--- src/rtl/msg_frm_pkg.sv ---
// Shared types and helpers for the message framing controller.
// Holds the FSM state encoding, default marker codes and length saturation.
package msg_frm_pkg;

    typedef enum logic [1:0] {
        IDLE = 2'd0,
        MSG  = 2'd1,
        BLK  = 2'd2,
        STOP = 2'd3
    } frm_state_e;

    localparam logic [7:0] SOM_CODE_DEF  = 8'h7E;
    localparam logic [7:0] STOP_CODE_DEF = 8'h7F;

    function automatic int unsigned sat_len(
        input int unsigned cnt,
        input int unsigned len_w
    );
        int unsigned max_v;
        max_v = (32'd1 << len_w) - 32'd1;
        return (cnt > max_v) ? max_v : cnt;
    endfunction

endpackage

--- src/rtl/msg_frm_tmr.sv ---
// Loadable down-counter with a zero flag; load wins over decrement.
// Stops at zero so the flag stays asserted until the next load.
module msg_frm_tmr #(
    parameter int W = 4
) (
    input  logic         clk_i,
    input  logic         rst_ni,
    input  logic         load_i,
    input  logic [W-1:0] val_i,
    input  logic         en_i,
    output logic         zero_o
);

    logic [W-1:0] cnt_q;
    logic [W-1:0] cnt_d;

    always_comb begin
        cnt_d = cnt_q;
        if (load_i) begin
            cnt_d = val_i;
        end else if (en_i && (cnt_q != '0)) begin
            cnt_d = cnt_q - W'(1);
        end
    end

    always_ff @(posedge clk_i or negedge rst_ni) begin
        if (!rst_ni) begin
            cnt_q <= '0;
        end else begin
            cnt_q <= cnt_d;
        end
    end

    assign zero_o = (cnt_q == '0);

endmodule

--- src/rtl/msg_frm_ctrl.sv ---
// Framing controller: tracks start/stop markers on a valid/ready byte
// stream and drives message, stop-window and block-full levels.
module msg_frm_ctrl
    import msg_frm_pkg::*;
#(
    parameter int DATA_W    = 8,
    parameter int LEN_W     = 5,
    parameter int BLK_LEN   = 16,
    parameter int STOP_HOLD = 4,
    parameter int TIMEOUT   = 32,
    parameter logic [DATA_W-1:0] SOM_CODE  = DATA_W'(SOM_CODE_DEF),
    parameter logic [DATA_W-1:0] STOP_CODE = DATA_W'(STOP_CODE_DEF)
) (
    input  logic              clk_i,
    input  logic              rst_ni,
    input  logic [DATA_W-1:0] data_i,
    input  logic              valid_i,
    output logic              ready_o,
    output logic              som_o,
    output logic              stop_o,
    output logic              blkf_o,
    output logic [LEN_W-1:0]  len_o,
    output logic              err_o
);

    localparam int HW = $clog2(STOP_HOLD + 1);
    localparam int TW = $clog2(TIMEOUT + 1);

    if (SOM_CODE == STOP_CODE) begin : g_bad_codes
        $fatal(1, "msg_frm_ctrl: SOM_CODE and STOP_CODE must differ");
    end

    frm_state_e state_q, state_d;

    logic [LEN_W-1:0] cnt_q, cnt_d, cnt_inc;
    logic [LEN_W-1:0] len_q, len_d;
    logic ready_q, ready_d;
    logic som_q, som_d;
    logic stop_q, stop_d;
    logic blkf_q, blkf_d;
    logic err_q, err_d;

    logic xfer, is_som, is_stop;
    logic restart, tmo;
    logic hold_load, hold_zero;
    logic tmo_load, tmo_zero;

    assign xfer    = valid_i & ready_q;
    assign is_som  = (data_i == SOM_CODE);
    assign is_stop = (data_i == STOP_CODE);
    assign cnt_inc = cnt_q + LEN_W'(1);

    // Idle timer is rearmed by every transfer and held armed outside a message.
    assign tmo_load  = xfer | (state_q == IDLE) | (state_q == STOP);
    assign hold_load = (state_d == STOP) & (state_q != STOP);

    msg_frm_tmr #(.W(TW)) u_tmo (
        .clk_i  (clk_i),
        .rst_ni (rst_ni),
        .load_i (tmo_load),
        .val_i  (TW'(TIMEOUT - 1)),
        .en_i   (1'b1),
        .zero_o (tmo_zero)
    );

    msg_frm_tmr #(.W(HW)) u_hold (
        .clk_i  (clk_i),
        .rst_ni (rst_ni),
        .load_i (hold_load),
        .val_i  (HW'(STOP_HOLD - 1)),
        .en_i   (state_q == STOP),
        .zero_o (hold_zero)
    );

    always_ff @(posedge clk_i or negedge rst_ni) begin
        if (!rst_ni) begin
            state_q <= IDLE;
            cnt_q   <= '0;
        end else begin
            state_q <= state_d;
            cnt_q   <= cnt_d;
        end
    end

    always_comb begin
        state_d = state_q;
        cnt_d   = cnt_q;
        restart = 1'b0;
        tmo     = 1'b0;
        unique case (state_q)
            IDLE: begin
                if (xfer && is_som) begin
                    state_d = MSG;
                    cnt_d   = '0;
                end
            end
            MSG, BLK: begin
                if (xfer) begin
                    if (is_stop) begin
                        state_d = STOP;
                    end else if (is_som) begin
                        state_d = MSG;
                        cnt_d   = '0;
                        restart = 1'b1;
                    end else if (state_q == MSG) begin
                        cnt_d = cnt_inc;
                        if (cnt_inc == LEN_W'(BLK_LEN)) begin
                            state_d = BLK;
                        end
                    end
                end else if (tmo_zero) begin
                    state_d = STOP;
                    tmo     = 1'b1;
                end
            end
            STOP: begin
                if (hold_zero) begin
                    state_d = IDLE;
                end
            end
            default: state_d = IDLE;
        endcase
    end

    // Block-full survives the stop window so the counter sees both flags.
    always_comb begin
        ready_d = (state_d != STOP);
        som_d   = (state_d == MSG) | (state_d == BLK);
        stop_d  = (state_d == STOP);
        blkf_d  = (state_d == BLK) | ((state_d == STOP) & blkf_q);
        err_d   = restart | tmo;
        len_d   = len_q;
        if (hold_load) begin
            len_d = LEN_W'(sat_len(32'(cnt_q), LEN_W));
        end
    end

    always_ff @(posedge clk_i or negedge rst_ni) begin
        if (!rst_ni) begin
            ready_q <= 1'b0;
            som_q   <= 1'b0;
            stop_q  <= 1'b0;
            blkf_q  <= 1'b0;
            err_q   <= 1'b0;
            len_q   <= '0;
        end else begin
            ready_q <= ready_d;
            som_q   <= som_d;
            stop_q  <= stop_d;
            blkf_q  <= blkf_d;
            err_q   <= err_d;
            len_q   <= len_d;
        end
    end

    assign ready_o = ready_q;
    assign som_o   = som_q;
    assign stop_o  = stop_q;
    assign blkf_o  = blkf_q;
    assign err_o   = err_q;
    assign len_o   = len_q;

endmodule

--- config.mk ---
export PLATFORM = sky130hd
export DESIGN_NAME = msg_frm_ctrl
export DESIGN_NICKNAME = d
export VERILOG_FILES = /design/src/rtl/msg_frm_pkg.sv /design/src/rtl/msg_frm_tmr.sv /design/src/rtl/msg_frm_ctrl.sv
export SDC_FILE = /design/constraint.sdc
export NUM_CORES = 1
export LEC_CHECK = 0
export CAP_MARGIN = 10
export CORE_ASPECT_RATIO = 0.6
export CORE_UTILIZATION = 45
export CTS_BUF_LIST = sky130_fd_sc_hd__clkbuf_8
export DETAILED_ROUTE_END_ITERATION = 7
export GPL_TIMING_DRIVEN = 0
export PLACE_DENSITY = 0.68
export SYNTH_ARGS = -nofsm -noshare
export SYNTH_HDL_FRONTEND = slang
export SYNTH_SLANG_ARGS = --single-unit
--- constraint.sdc ---
create_clock -name clk_i -period 4.2 [get_ports clk_i]
set_clock_uncertainty 0.05 [all_clocks]
set_input_delay 0.63 -clock clk_i [delete_from_list [all_inputs] [get_ports clk_i]]
set_output_delay 0.63 -clock clk_i [all_outputs]
set_load 0.01 [all_outputs]
==> results by group <==
Timing
  – Unrepaired setup endpoints after global routing: false
  – Fin. Hold Viols: 0
  – Setup TNS: 0 ps
  – Setup ws final: 1269 ps
  – Post-route minimum period: 2931 ps
  – Fin crit share: 0.6979
  – Final setup vio count: 0
  – Worst Tran Pin Value: 642.4 ps
  – Minimum hold slack: 435.3 ps
  – F_max: 0.3412 GHz
  – Fin. max-slew vios: 0
  – Slew HR: 0.5684

Route
  – Post-DR vias/cell: 5.529
  – DRT iter0 DRCs: 52
  – Initial DRT Pass Iterations: 4
  – Routed WL per cell: 14.25 um
  – Antenna-violating nets left: 0
  – Total number of vias: 1,161
  – DRC: 0
  – Final wirelength: 2993 um

Worst setup path
  – Worst EP required: 4350 ps
  – CP Class: in2reg
  – Most used cell, CP: a21oi_1
  – CP bufs+invs: 1
  – Crit-path max FO: 6
  – CP endpoint kind: flip-flop
  – Crit path launch type: input pin
  – Family with the most delay on the worst path: simple AND/OR/NAND/NOR gates
  – Slowest-stage cell, CP: clkdlybuf4s50_1
  – Worst path cell trace: clkdlybuf4s50_1 -> nand4b_4 -> nor4_1 -> o32ai_1 -> o211a_1 -> ha_1 -> or3b_2 -> o21ai_0 -> a21oi_1 -> a21oi_1
  – Crit path largest cell delay: 510 ps
  – Worst EP arrival: 3080 ps

Global route
  – Congestion Overflow GR: 0
  – Antenna violations before repair: 0
  – Vias in the first global route: 1,047
  – Global-route wire length before repair: 4850 um
  – Largest net degree at the start of global routing: 27
  – Global Route Usage Sum: 0.1960

Finish
  – Fillers: 262
  – Post-route insts no fill: 210
  – Share of cells above drive strength 1: 0.07143
  – # nets final: 191
  – N_diodes: 0
  – Layout area overhead: 22.29%

CTS
  – H-tree Lvls: 1
  – Post-CTS sizing: 0
  – Hold buffers post-CTS: 0
  – Worst-path clk slew: 90 ps
  – Setup Buffers After CTS: 0
  – Worst-Skew Late Latency: 270 ps
  – Clock buffer depth: 2
  – Root buffer cell: clkbuf_8
  – Clock sink count: 26
  – CTS tree: built
  – Num CTS Buffers: 3

Min path
  – Worst hold path class: reg2reg

Synth
  – Syn_area_per_cell: 10.02 um^2
  – Synthesized cell area: 1443 um^2
  – Yosys cell types: 41
  – Cells after Synth: 144
  – Seq/Total Area, Yosys: 0.4510
  – Synth warn: 0
  – Synth Register Bits: 26
  – Syn nets: 165

Die
  – Die Span X: 75.10 um
  – Die area: 3444 um^2
  – Die height: 45.86 um
  – Row cnt: 15
  – Core Region: 2965 um^2
  – Initial core utilization: 0.4865
  – Ports: 21

Pwr
  – Tot Pwr: 1.029 mW
  – Switching pwr: 0.4005 mW
  – Clk pwr share: 0.135
  – Power Internal: 0.6286 mW
  – Pleak: 0.7960 nW
  – Maximum vdd ir drop: 314.1 uV
  – Power share of the combinational group: 0.476
  – Sequential share of power: 0.389
  – Sw Ratio: 0.3892
  – Power per cell area: 583.3 nW/um^2

Place
  – Inst Count DP: 206
  – Post-DP HPWL: 2295 um
  – Place WS: 994.9 ps
  – Count of buffers from port buffering: 20
  – GPL Wtd Cong: 0.9213

Flow run
  – Maxcap violations: 0

Status
  – Status: completed
==> cell usage in the layout, fill, tap and decap left out, types with 2 or more instances in the layout <==
master and n:
nand3_1 7, a21oi_1 9, dfrtp_1 26, a21boi_0 2, and4b_1 2, clkdlybuf4s50_1 20, inv_1 16, o211ai_1 4
xnor2_1 2, or3_1 4, mux2i_1 3, clkbuf_8 3, ha_1 10, nor3_1 2, nor3b_1 2, o21ai_0 12
nor2_1 3, nand2_1 14, a21o_1 2
==> registers in the layout (all words and copies together), names as in the netlist <==
name	count
stop_o	1
blkf_o	1
state_q	2
u_tmo.cnt_q	6
som_o	1
u_hold.cnt_q	3
len_o	5
err_o	1
cnt_q	5
ready_o	1
==> per-stage QoR <==
step | instance area, um^2 | utilization
final | 1764 | 0.5949
after global routing | 1764 | 0.5949
after CTS | 1737 | 0.5857
after detailed placement | 1695 | 0.5717
after global placement | 1695 | 0.5717
after floorplan | 1443 | -
==> final timing paths <==
path / startpoint / endpoint / slack, ps / depth (start not counted)
setup / recovery: data_i[3] / u_hold.cnt_q[2] / 1270 / 10
hold reg to reg: len_o[1] / len_o[1] / 440 / 2
max in group asynchronous: rst_ni / state_q[0] / 2920 / 2
hold / removal: len_o[1] / len_o[1] / 440 / 2
setup reg to reg: u_tmo.cnt_q[0] / u_hold.cnt_q[2] / 1280 / 11
min in group asynchronous: rst_ni / u_tmo.cnt_q[5] / 690 / 1
==> metal layers <==
layer	share of wire	GRT usage
met5	0	0
met4	0.0037	0.03396
met3	0.057	0.05973
met2	0.45	0.3081
met1	0.49	0.2709
==> power by group through the flow <==
stage,sequential (mW),combinational (mW),clock (mW)
3_5_place_dp,0.406,0.485,0
5_1_grt,0.415,0.550,0.154
6_report,0.401,0.490,0.139
2_1_floorplan,0.411,0.299,0
4_1_cts,0.401,0.487,0.141
3_3_place_gp,0.401,0.456,0
==> final cells by class <==
cell class,count,area (um^2),share of cell area
plain buffers,1,5.005,0.002837
clock buffers,3,41.29,0.02340
inverters,16,60.06,0.03404
multi-input cells,101,726.9,0.4121
flip-flops and latches,26,650.6,0.3688
well taps,42,52.55,0.02979
repair buffers,21,227.7,0.1291
==> cell families (layout without fill, tap and decap cells) <==
group                    after synthesis  count (layout)  share of synthesized area
AO/OA/AOI/OAI                         37              37                     0.1657
XOR/XNOR                               2               2                    0.01214
buffers and inverters                 17              41                    0.04510
AND/OR/NAND/NOR                       47              47                     0.2030
multiplexers                           5               5                    0.03643
flip-flops                            26              26                     0.4510
adder cells (fa/ha/maj)               10              10                    0.08673
==> worst min-delay path, delay by kind of cell (launching register included) <==
| family | cells | cell delay [ps] |
|---|---|---|
| AOI/OAI and AO/OA | 1 | 60 |
| and+or+nand+nor | 1 | 50 |
| DFF | 1 | 350 |
==> Yosys cell counts (all sizes together) <==
library cell  instances  area share
o32ai                 1      0.0061
nor2                  3      0.0078
o311a                 1      0.0069
o21bai                1      0.0052
a21o                  2       0.010
inv                  16       0.042
mux2                  2       0.016
nand3                 7       0.024
nand3b                1      0.0052
and4b                 2       0.014
nor3b                 2       0.010
ha                   10       0.087
o211a                 1      0.0069
or3b                  3       0.020
a21oi                 9       0.031
nand4b                1       0.016
or3                   4       0.017
o211ai                4       0.021
o31ai                 2       0.014
nor2b                 1      0.0043
xnor2                 2       0.012
nand2b                1      0.0043
dfrtp                26        0.45
nor3                  3       0.018
or4                   1      0.0052
a221oi                1      0.0061
buf                   1      0.0035
o31a                  1      0.0061
and3b                 1      0.0061
and2                  1      0.0043
nand2                15       0.041
a21boi                2       0.010
o21ai                12       0.042
mux2i                 3       0.021
nor4                  1      0.0043
Power figures use the tool's default switching activity.
